## config.mk

```make
export PLATFORM = sky130hd
export DESIGN_NAME = des_decrypt_core
export DESIGN_NICKNAME = d
export VERILOG_FILES = /design/src/rtl/des_decrypt_core.sv
export SDC_FILE = /design/constraint.sdc
export NUM_CORES = 1
export LEC_CHECK = 0
export ABC_AREA = 1
export CORE_MARGIN = 3
export CORE_UTILIZATION = 40
export DETAILED_ROUTE_END_ITERATION = 16
export SLEW_MARGIN = 5
export SYNTH_ARGS = -nofsm -noshare
export SYNTH_HDL_FRONTEND = slang
export SYNTH_SLANG_ARGS = --single-unit
```

## constraint.sdc

```tcl
create_clock -name i_clk -period 7.2 [get_ports i_clk]
set_clock_uncertainty 0.2 [all_clocks]
set_input_delay 2.16 -clock i_clk [delete_from_list [all_inputs] [get_ports i_clk]]
set_output_delay 2.16 -clock i_clk [all_outputs]
set_load 0.005 [all_outputs]
```

## src/rtl/des_decrypt_core.sv

```systemverilog
// Iterative DES decryption core: one Feistel round per clock and 16 rounds per block.
// Valid/ready on both sides; the result is held until the consumer accepts it.
module des_decrypt_core (
  input  logic        i_clk,
  input  logic        i_rst,
  input  logic        i_valid,
  output logic        o_ready,
  input  logic [63:0] i_cipher,
  input  logic [63:0] i_key,
  output logic        o_valid,
  input  logic        i_ready,
  output logic [63:0] o_plain,
  output logic        o_busy
);

  typedef enum logic [1:0] {IDLE, ROUND, DONE} state_t;

  localparam int unsigned IP_T [64] = '{
    58, 50, 42, 34, 26, 18, 10, 2, 60, 52, 44, 36, 28, 20, 12, 4,
    62, 54, 46, 38, 30, 22, 14, 6, 64, 56, 48, 40, 32, 24, 16, 8,
    57, 49, 41, 33, 25, 17,  9, 1, 59, 51, 43, 35, 27, 19, 11, 3,
    61, 53, 45, 37, 29, 21, 13, 5, 63, 55, 47, 39, 31, 23, 15, 7};
  localparam int unsigned FP_T [64] = '{
    40, 8, 48, 16, 56, 24, 64, 32, 39, 7, 47, 15, 55, 23, 63, 31,
    38, 6, 46, 14, 54, 22, 62, 30, 37, 5, 45, 13, 53, 21, 61, 29,
    36, 4, 44, 12, 52, 20, 60, 28, 35, 3, 43, 11, 51, 19, 59, 27,
    34, 2, 42, 10, 50, 18, 58, 26, 33, 1, 41,  9, 49, 17, 57, 25};
  localparam int unsigned E_T [48] = '{
    32,  1,  2,  3,  4,  5,  4,  5,  6,  7,  8,  9,
     8,  9, 10, 11, 12, 13, 12, 13, 14, 15, 16, 17,
    16, 17, 18, 19, 20, 21, 20, 21, 22, 23, 24, 25,
    24, 25, 26, 27, 28, 29, 28, 29, 30, 31, 32,  1};
  localparam int unsigned P_T [32] = '{
    16,  7, 20, 21, 29, 12, 28, 17,  1, 15, 23, 26,  5, 18, 31, 10,
     2,  8, 24, 14, 32, 27,  3,  9, 19, 13, 30,  6, 22, 11,  4, 25};
  localparam int unsigned PC1_T [56] = '{
    57, 49, 41, 33, 25, 17,  9,  1, 58, 50, 42, 34, 26, 18,
    10,  2, 59, 51, 43, 35, 27, 19, 11,  3, 60, 52, 44, 36,
    63, 55, 47, 39, 31, 23, 15,  7, 62, 54, 46, 38, 30, 22,
    14,  6, 61, 53, 45, 37, 29, 21, 13,  5, 28, 20, 12,  4};
  localparam int unsigned PC2_T [48] = '{
    14, 17, 11, 24,  1,  5,  3, 28, 15,  6, 21, 10,
    23, 19, 12,  4, 26,  8, 16,  7, 27, 20, 13,  2,
    41, 52, 31, 37, 47, 55, 30, 40, 51, 45, 33, 48,
    44, 49, 39, 56, 34, 53, 46, 42, 50, 36, 29, 32};
  // One nibble per entry, row-major (row = outer bits, col = inner four bits), entry 0 in the MSBs.
  localparam logic [255:0] S_T [8] = '{
    256'hE4D12FB83A6C59070F74E2D1A6CB953841E8D62BFC973A50FC8249175B3EA06D,
    256'hF18E6B34972DC05A3D47F28EC01A69B50E7BA4D158C6932FD8A13F42B67C05E9,
    256'hA09E63F51DC7B428D709346A285ECBF1D6498F30B12C5AE71AD069874FE3B52C,
    256'h7DE3069A1285BC4FD8B56F03472C1AE9A690CB7DF13E52843F06A1D8945BC72E,
    256'h2C417AB6853FD0E9EB2C47D150FA3986421BAD78F9C5630EB8C71E2D6F09A453,
    256'hC1AF92680D34E75BAF427C9561DE0B389EF528C3704A1DB6432C95FABE17608D,
    256'h4B2EF08D3C975A61D0B7491AE35C2F8614BDC37EAF6805926BD814A7950FE23C,
    256'hD2846FB1A93E50C71FD8A374C56B0E927B419CE206ADF35821E74A8DFC90356B};

  function automatic logic [63:0] ip_perm(input logic [63:0] x);
    logic [63:0] y;
    y = '0;
    for (int unsigned j = 0; j < 64; j++) y[6'(63 - j)] = x[6'(64 - IP_T[6'(j)])];
    return y;
  endfunction

  function automatic logic [63:0] fp_perm(input logic [63:0] x);
    logic [63:0] y;
    y = '0;
    for (int unsigned j = 0; j < 64; j++) y[6'(63 - j)] = x[6'(64 - FP_T[6'(j)])];
    return y;
  endfunction

  function automatic logic [55:0] pc1_perm(input logic [63:0] x);
    logic [55:0] y;
    y = '0;
    for (int unsigned j = 0; j < 56; j++) y[6'(55 - j)] = x[6'(64 - PC1_T[6'(j)])];
    return y;
  endfunction

  function automatic logic [47:0] pc2_perm(input logic [55:0] x);
    logic [47:0] y;
    y = '0;
    for (int unsigned j = 0; j < 48; j++) y[6'(47 - j)] = x[6'(56 - PC2_T[6'(j)])];
    return y;
  endfunction

  function automatic logic [47:0] e_perm(input logic [31:0] x);
    logic [47:0] y;
    y = '0;
    for (int unsigned j = 0; j < 48; j++) y[6'(47 - j)] = x[5'(32 - E_T[6'(j)])];
    return y;
  endfunction

  function automatic logic [31:0] p_perm(input logic [31:0] x);
    logic [31:0] y;
    y = '0;
    for (int unsigned j = 0; j < 32; j++) y[5'(31 - j)] = x[5'(32 - P_T[5'(j)])];
    return y;
  endfunction

  function automatic logic [3:0] sbox(input logic [255:0] tbl, input logic [5:0] b);
    logic [255:0] sh;
    sh = tbl << {b[5], b[0], b[4:1], 2'b00};
    return sh[255:252];
  endfunction

  function automatic logic [31:0] f_func(input logic [31:0] r, input logic [47:0] k);
    logic [47:0] x;
    logic [31:0] s;
    x = e_perm(r) ^ k;
    s = '0;
    for (int unsigned n = 0; n < 8; n++)
      s[5'(31 - 4 * n) -: 4] = sbox(S_T[3'(n)], x[6'(47 - 6 * n) -: 6]);
    return p_perm(s);
  endfunction

  function automatic logic [27:0] rotr28(input logic [27:0] x, input logic [1:0] sh);
    case (sh)
      2'd1:    return {x[0], x[27:1]};
      2'd2:    return {x[1:0], x[27:2]};
      default: return x;
    endcase
  endfunction

  state_t      r_state, w_state_next;
  logic [31:0] r_l, r_r;
  logic [27:0] r_c, r_d;
  logic [3:0]  r_cnt;
  logic [63:0] r_plain;
  logic        r_valid;

  logic [1:0]  w_shift;
  logic [27:0] w_c_rot, w_d_rot;
  logic [47:0] w_subkey;
  logic [31:0] w_r_next;
  logic [63:0] w_ip;
  logic [55:0] w_cd;

  // Subkeys are generated in reverse: PC1 output equals C16/D16, then each round rotates right.
  always_comb begin
    w_shift = 2'd2;
    if (r_cnt == 4'd0)
      w_shift = 2'd0;
    else if (r_cnt == 4'd1 || r_cnt == 4'd8 || r_cnt == 4'd15)
      w_shift = 2'd1;
    w_c_rot  = rotr28(r_c, w_shift);
    w_d_rot  = rotr28(r_d, w_shift);
    w_subkey = pc2_perm({w_c_rot, w_d_rot});
    w_r_next = r_l ^ f_func(r_r, w_subkey);
    w_ip     = ip_perm(i_cipher);
    w_cd     = pc1_perm(i_key);
  end

  always_comb begin
    w_state_next = r_state;
    case (r_state)
      IDLE:    if (i_valid) w_state_next = ROUND;
      ROUND:   if (r_cnt == 4'd15) w_state_next = DONE;
      DONE:    if (i_ready) w_state_next = IDLE;
      default: w_state_next = IDLE;
    endcase
  end

  always_ff @(posedge i_clk or posedge i_rst) begin
    if (i_rst) r_state <= IDLE;
    else       r_state <= w_state_next;
  end

  always_ff @(posedge i_clk or posedge i_rst) begin
    if (i_rst) begin
      r_l     <= '0;
      r_r     <= '0;
      r_c     <= '0;
      r_d     <= '0;
      r_cnt   <= '0;
      r_plain <= '0;
      r_valid <= 1'b0;
    end else begin
      case (r_state)
        IDLE: if (i_valid) begin
          r_l   <= w_ip[63:32];
          r_r   <= w_ip[31:0];
          r_c   <= w_cd[55:28];
          r_d   <= w_cd[27:0];
          r_cnt <= '0;
        end
        ROUND: begin
          r_l   <= r_r;
          r_r   <= w_r_next;
          r_c   <= w_c_rot;
          r_d   <= w_d_rot;
          r_cnt <= r_cnt + 4'd1;
          // Final swap: preoutput is {R16, L16} where L16 is the current R.
          if (r_cnt == 4'd15) begin
            r_plain <= fp_perm({w_r_next, r_r});
            r_valid <= 1'b1;
          end
        end
        DONE: if (i_ready) r_valid <= 1'b0;
        default: ;
      endcase
    end
  end

  assign o_ready = (r_state == IDLE);
  assign o_busy  = (r_state != IDLE);
  assign o_valid = r_valid;
  assign o_plain = r_plain;

endmodule
```

==> results of run 1 <==
## metrics by stage
stage / worst slack, ns / util [%] / instance area (µm²) / instances
5_1_grt: 1.88 / 47.8 / 18100 / 2942
3_5_place_dp: 2.37 / 46.3 / 17500 / 2910
6_report: 2.28 / 47.8 / 18100 / 2942
2_1_floorplan: 2.38 / - / 15300 / 2300
4_1_cts: 2.36 / 47.8 / 18100 / 2942
3_3_place_gp: 2.43 / 46.3 / 17500 / 2910
## synthesized netlist by cell type, types with 3 or more instances
cell / count
xor2_2: 17
buf_2: 13
buf_4: 16
inv_2: 10
o22ai_1: 11
ha_1: 60
a31oi_1: 8
nand3_1: 338
clkinv_1: 3
nand2_1: 880
a221oi_1: 71
nand2_2: 30
nor4_1: 6
o211ai_2: 4
nor3_1: 59
a21oi_1: 25
nand3_4: 3
nor2_1: 97
o21ai_1: 11
buf_1: 6
o221ai_2: 5
nand4_1: 53
xor2_1: 12
o221ai_1: 6
inv_1: 189
nand3_2: 16
nand2_4: 4
buf_6: 8
o21ai_0: 66
a22oi_1: 14
dfrtp_1: 191
clkbuf_1: 57
## worst reg2reg max path, stage by stage (launching register included)
cell and delay, ns:
dfrtp_1 0.45, inv_1 0.07, ha_1 0.25, nand2_4 0.31, inv_2 0.45, nor2_8 0.78
nand2_1 0.29, nand3_2 0.17, nand2_1 0.06, nand2_1 0.31, ha_1 0.35, nand2_1 0.19
nand2_1 0.08, nand2_1 0.06, nand2_1 0.05, nand2_1 0.07, nand3_1 0.10, nand2_1 0.10
nand2_1 0.05, nand2_1 0.20, nand2_1 0.11, nand2_1 0.09, nand2_1 0.05
## sequential cells by signal, indices dropped and copies added, names as in the netlist
| signal | cells |
|---|---|
| o_plain | 64 |
| o_valid | 1 |
| r_c | 28 |
| r_cnt | 4 |
| r_d | 28 |
| r_l | 32 |
| r_r | 32 |
| r_state | 2 |
## path summary, 6_finish.rpt
path / cells past startpoint / slack, ns / startpoint / endpoint
max reg2reg: 22 / 2.28 / r_cnt[0] / r_r[28]
min: 2 / 0.29 / o_plain[42] / o_plain[42]
min reg2reg: 2 / 0.29 / o_plain[42] / o_plain[42]
min in group asynchronous: 2 / 2.03 / i_rst / o_plain[30]
max: 22 / 2.28 / r_cnt[0] / r_r[28]
max in group asynchronous: 3 / 3.63 / i_rst / o_plain[13]
## per-layer routing
layer	track usage [%]	wire, µm	up-vias
met5	0	0	-
met4	5.36	1010	0
met3	5.00	4150	63
met2	41.4	24400	612
met1	41.4	26900	7861
li1	-	-	7878
## cell families (layout without fill, tap and decap cells)
kind of cell | Yosys count | in the layout | synth area share, %
adder cells (fa/ha/maj) | 60 | 60 | 4.90
XOR/XNOR | 32 | 32 | 2.91
AND/OR/NAND/NOR | 1490 | 1490 | 42.5
flip-flops | 191 | 191 | 31.2
AO/OA/AOI/OAI | 223 | 223 | 10.1
buffers and inverters | 304 | 435 | 8.43
## cell usage in the layout (no fill, tap or decap), types with 5 or more instances in the layout
cell,netlist,layout
a21oi_1,25,25
a221oi_1,71,71
a22oi_1,14,14
a31oi_1,8,8
buf_4,16,8
clkbuf_16,0,17
clkdlybuf4s50_1,0,190
dfrtp_1,191,190
ha_1,60,60
inv_1,189,187
inv_2,10,11
nand2_1,880,880
nand2_2,30,30
nand3_1,338,338
nand3_2,16,16
nand4_1,53,53
nor2_1,97,94
nor3_1,59,59
nor4_1,6,6
o21ai_0,66,66
o21ai_1,11,11
o221ai_1,6,6
o221ai_2,5,5
o22ai_1,11,11
xor2_1,12,12
xor2_2,17,17
## cell type report
class,count,area share [%]
inverter,203,4.25
tap,511,3.54
clock buffer,19,2.51
sequential,191,26.5
multi-input combinational,1805,51.3
timing repair buffer,200,11.1
clock inverter,13,0.804
==> flow_metrics.py, run 1 <==
metrics = {
    "finish": {
        "nFillCells": 3867,
        "seq_area_um2": 4780,
        "finalNetCount": 2610,
        "n_antenna_cell": 0,
        "final_layout_size_suffix_gt1_share_pct": 5.88,
        "multi_input_area_um2": 9270,
        "syn2layout_area_growth_pct": 17.8,
    },
    "grt": {
        "grt_use_total_pct": 27.5,
        "grt_max_degree": 163,
        "grt_overflow": 0,
        "grt_antenna_before_repair": 0,
        "grt_first_pass_wirelength_um": 88600,
        "grt_pass1_vias": 15288,
    },
    "cts": {
        "cts.repair.resized": 0,
        "hold_buffers": 0,
        "clock-sinks": 191,
        "h-tree-depth": 4,
        "cts_tree": "done",
        "cts_setup_buffers": 0,
        "clk_latency_ns": 0.46,
        "clockBufferDepth": 2,
        "clkTransAtPathRegs_ns": 0.08,
        "numCtsBuffers": 17,
        "root_buffer": "clkbuf_16",
    },
    "drt": {
        "ant_nets": 0,
        "post_drt_wl_per_cell_um": 19.2,
        "first_pass_iters": 6,
        "drc_errors": 0,
        "vias": 16414,
        "drt_wl_total_um": 56500,
        "vias_per_cell": 5.58,
        "first_iter_violations": 1493,
    },
    "logic_synthesis": {
        "synthCells": 2300,
        "synth_top_area_cell": "dfrtp_1",
        "synth_area_leaders": "dfrtp_1 31%, nand2_1 22%, nand3_1 11%, ha_1 4.9%, inv_1 4.6%",
        "synthesis.area_um2": 15300,
        "ys_seq_area_share_pct": 31.2,
        "synth_area_per_cell_um2": 6.66,
        "async_reset_ff_share_pct": 100,
        "yosysUniqueCellTypes": 41,
        "yosys_warnings": 0,
        "synth_flop_cell": "dfrtp_1",
        "synthesis.nets": 2492,
        "synth_edf_count": 0,
        "synth_top_area_share_pct": 31.2,
        "synth-seq-cells": 191,
    },
    "worst_setup_path": {
        "worstPathMaxFanout": 54,
        "slowest_stage": "nor2_8",
        "arrival_ns": 5.07,
        "cp_common_cell": "nand2_1",
        "crit_chain": "inv_1 -> ha_1 -> nand2_4 -> inv_2 -> nor2_8 -> nand2_1 -> nand3_2 -> nand2_1 -> nand2_1 -> ha_1 -> nand2_1 -> nand2_1 -> nand2_1 -> nand2_1 -> nand2_1 -> nand3_1 -> nand2_1 -> nand2_1 -> nand2_1 -> nand2_1 -> nand2_1 -> nand2_1",
        "path_buf_inv": 2,
        "end_kind": "register",
        "slowest_delay_ns": 0.77,
        "required_ns": 7.35,
        "critical_path.top_delay_family": "simple AND/OR/NAND/NOR gates",
        "crit_type": "reg2reg",
        "critPathLaunchType": "register",
    },
    "timing": {
        "setup_tns_ns": 0,
        "rsz0062_at_grt": "no",
        "hold-worst-slack_ns": 0.286,
        "max-slew-margin-rel_pct": 24.7,
        "final_max_slew_viol_count": 0,
        "finalHoldViolations": 0,
        "max_slew.worst_pin.slew_ns": 1.13,
        "max_freq_ghz": 0.203,
        "finalCritPeriodShare_pct": 68.3,
        "layout_min_cycle_time_ns": 4.92,
        "setup_viol_count_final": 0,
    },
    "min_path": {
        "hp-class": "reg2reg",
    },
    "floorplanning": {
        "dieHeight_um": 202,
        "dieWidth_um": 202,
        "io_pins": 199,
        "rows": 71,
        "die_area_um2": 40700,
        "coreArea_um2": 37800,
        "initial_utilization_pct": 40.6,
    },
    "placement": {
        "gp_congestion": 0.916,
        "dpl.hpwl_um": 41100,
        "io_buffer_count": 190,
    },
    "job": {
        "maxCapViolCount": 0,
    },
    "status": {
        "status": "finished, final reports clean",
    },
}
Power of run 1 is not shown: default switching activity piles up to over one toggle a cycle in this logic, so the estimate is an artifact.
==> run 2, diff against run 1 <==
==> constraint.sdc (replaced) <==
create_clock -name i_clk -period 4.22 [get_ports i_clk]
set_clock_uncertainty 0.2 [all_clocks]
set_input_delay 1.266 -clock i_clk [delete_from_list [all_inputs] [get_ports i_clk]]
set_output_delay 1.266 -clock i_clk [all_outputs]
set_load 0.005 [all_outputs]
==> run 2 against run 1 <==
Against the previous run:
- via count increased by 0.42%
- sequential share of layout area decreased by 0.88 points
- critical endpoint is now o_plain[36]
- register-to-register slack worse by 1.8 ns
- highest routed layer unchanged
- cell area grew 3.4%
- critical path depth shrank 1
- final cell count increased by 2.0%
- utilization grew 1.6 points
- worst setup slack worse by 1.8 ns
- largest cell class unchanged
- global-route usage grew 0.64 points
==> flow_metrics.py, run 2 (synthesis results as in run 1) <==
metrics = {
    "status": {
        "status": "finished, final reports clean",
    },
    "timing": {
        "setup_viol_count_final": 0,
        "final_max_slew_viol_count": 0,
        "max_slew.worst_pin.slew_ns": 0.950,
        "finalHoldViolations": 0,
        "max-slew-margin-rel_pct": 36.6,
        "finalCritPeriodShare_pct": 88.0,
        "max_freq_ghz": 0.269,
        "layout_min_cycle_time_ns": 3.71,
        "rsz0062_at_grt": "no",
        "setup_tns_ns": 0,
        "hold-worst-slack_ns": 0.286,
        "setup_ws_ns": 0.508,
    },
    "finish": {
        "finalNetCount": 2673,
        "n_antenna_cell": 0,
        "syn2layout_area_growth_pct": 21.9,
        "final_layout_size_suffix_gt1_share_pct": 8.07,
        "fin_cells": 3002,
        "largest_reg_flops": 64,
        "final_cell_mix": "880 x nand2_1, 338 x nand3_1, 190 x clkdlybuf4s50_1, 190 x dfrtp_1, 187 x inv_1",
        "nFillCells": 3844,
        "final_common_cell": "nand2_1",
    },
    "cts": {
        "clock-sinks": 191,
        "clockBufferDepth": 2,
        "cts.repair.resized": 0,
        "cts_setup_buffers": 0,
        "root_buffer": "clkbuf_16",
        "cts_tree": "done",
        "h-tree-depth": 4,
        "clkTransAtPathRegs_ns": 0.07,
        "clk_latency_ns": 0.46,
        "numCtsBuffers": 17,
        "hold_buffers": 0,
    },
    "placement": {
        "io_buffer_count": 190,
        "gp_congestion": 0.931,
        "place_ws_ns": 0.576,
        "place_inst": 2973,
        "dpl.hpwl_um": 43300,
    },
    "worst_setup_path": {
        "critical_path.top_delay_family": "simple AND/OR/NAND/NOR gates",
        "r2r_slack_ns": 0.51,
        "crit_chain": "inv_1 -> ha_1 -> nand2_4 -> inv_2 -> nor2_8 -> buf_4 -> nand2_1 -> nand3_1 -> nand2_1 -> nand2_1 -> ha_1 -> inv_1 -> nand2_1 -> nand3_1 -> nand3_1 -> nand3_1 -> nand2_1 -> nand2_1 -> nand2_1 -> buf_4 -> o21ai_1",
        "worstPathMaxFanout": 17,
        "slowest_delay_ns": 0.46,
        "cp_common_cell": "nand2_1",
        "crit_type": "reg2reg",
        "slowest_stage": "dfrtp_1",
        "arrival_ns": 3.89,
        "path_buf_inv": 5,
        "critPathLaunchType": "register",
        "required_ns": 4.40,
        "end_kind": "register",
    },
    "floorplanning": {
        "initial_utilization_pct": 40.6,
        "io_pins": 199,
        "dieHeight_um": 202,
        "die_area_um2": 40700,
        "rows": 71,
        "coreArea_um2": 37800,
        "dieWidth_um": 202,
    },
    "drt": {
        "post_drt_wl_per_cell_um": 19.0,
        "met3_wirelength_um": 3480,
        "ant_nets": 0,
        "highest_layer": "met4",
        "met2_length_um": 25000,
        "first_iter_violations": 1420,
        "vias": 16483,
        "drt_wl_total_um": 57100,
        "vias_per_cell": 5.49,
        "met1_length_um": 27700,
        "first_pass_iters": 7,
        "drc_errors": 0,
    },
    "grt": {
        "grt_max_degree": 81,
        "grt_overflow": 0,
        "grt_antenna_before_repair": 1,
        "grt_use_total_pct": 28.1,
        "grt_pass1_vias": 15579,
        "grt_first_pass_wirelength_um": 90200,
    },
    "job": {
        "maxCapViolCount": 0,
    },
    "min_path": {
        "hp-class": "reg2reg",
    },
}
[run 2: final timing paths]
kind,startpoint,endpoint,depth (start not counted)
worst max-delay path,r_cnt[0],o_plain[36],21
worst min-delay path,o_plain[52],o_plain[52],2
worst max register to register,r_cnt[0],o_plain[36],21
worst min register to register,o_plain[52],o_plain[52],2
max in group asynchronous,i_rst,r_state[0],3
min in group asynchronous,i_rst,o_plain[16],2
[run 2: metal layers]
| layer | track usage, % | vias up |
|---|---|---|
| li1 | - | 7995 |
| met1 | 42.7 | 7860 |
| met2 | 42.5 | 575 |
| met3 | 4.04 | 53 |
| met4 | 5.71 | 0 |
| met5 | 0 | - |
[run 2: cell type report]
class | count | area, µm² | area share [%]
Clock buffer | 22 | 474 | 2.54
Sequential cell | 191 | 4780 | 25.6
Multi-Input combinational cell | 1805 | 9270 | 49.6
Clock inverter | 7 | 160 | 0.857
Timing Repair Buffer | 263 | 2590 | 13.9
Tap cell | 511 | 639 | 3.42
Inverter | 203 | 768 | 4.11
[run 2: worst register-to-register path, stage by stage, from the launching register on]
cell	delay, ns
dfrtp_1	0.46
inv_1	0.07
ha_1	0.25
nand2_4	0.21
inv_2	0.11
nor2_8	0.14
buf_4	0.24
nand2_1	0.13
nand3_1	0.15
nand2_1	0.07
nand2_1	0.24
ha_1	0.35
inv_1	0.11
nand2_1	0.10
nand3_1	0.17
nand3_1	0.10
nand3_1	0.14
nand2_1	0.07
nand2_1	0.06
nand2_1	0.06
buf_4	0.12
o21ai_1	0.10
[run 2: per-stage QoR]
stage               instance area (µm²)  util, %
floorplan                         15300        -
global placement                  18000     47.8
detailed placement                18000     47.8
CTS                               18700     49.5
global route                      18700     49.5
finish                            18700     49.5
Power of run 2 is left out for the same reason.
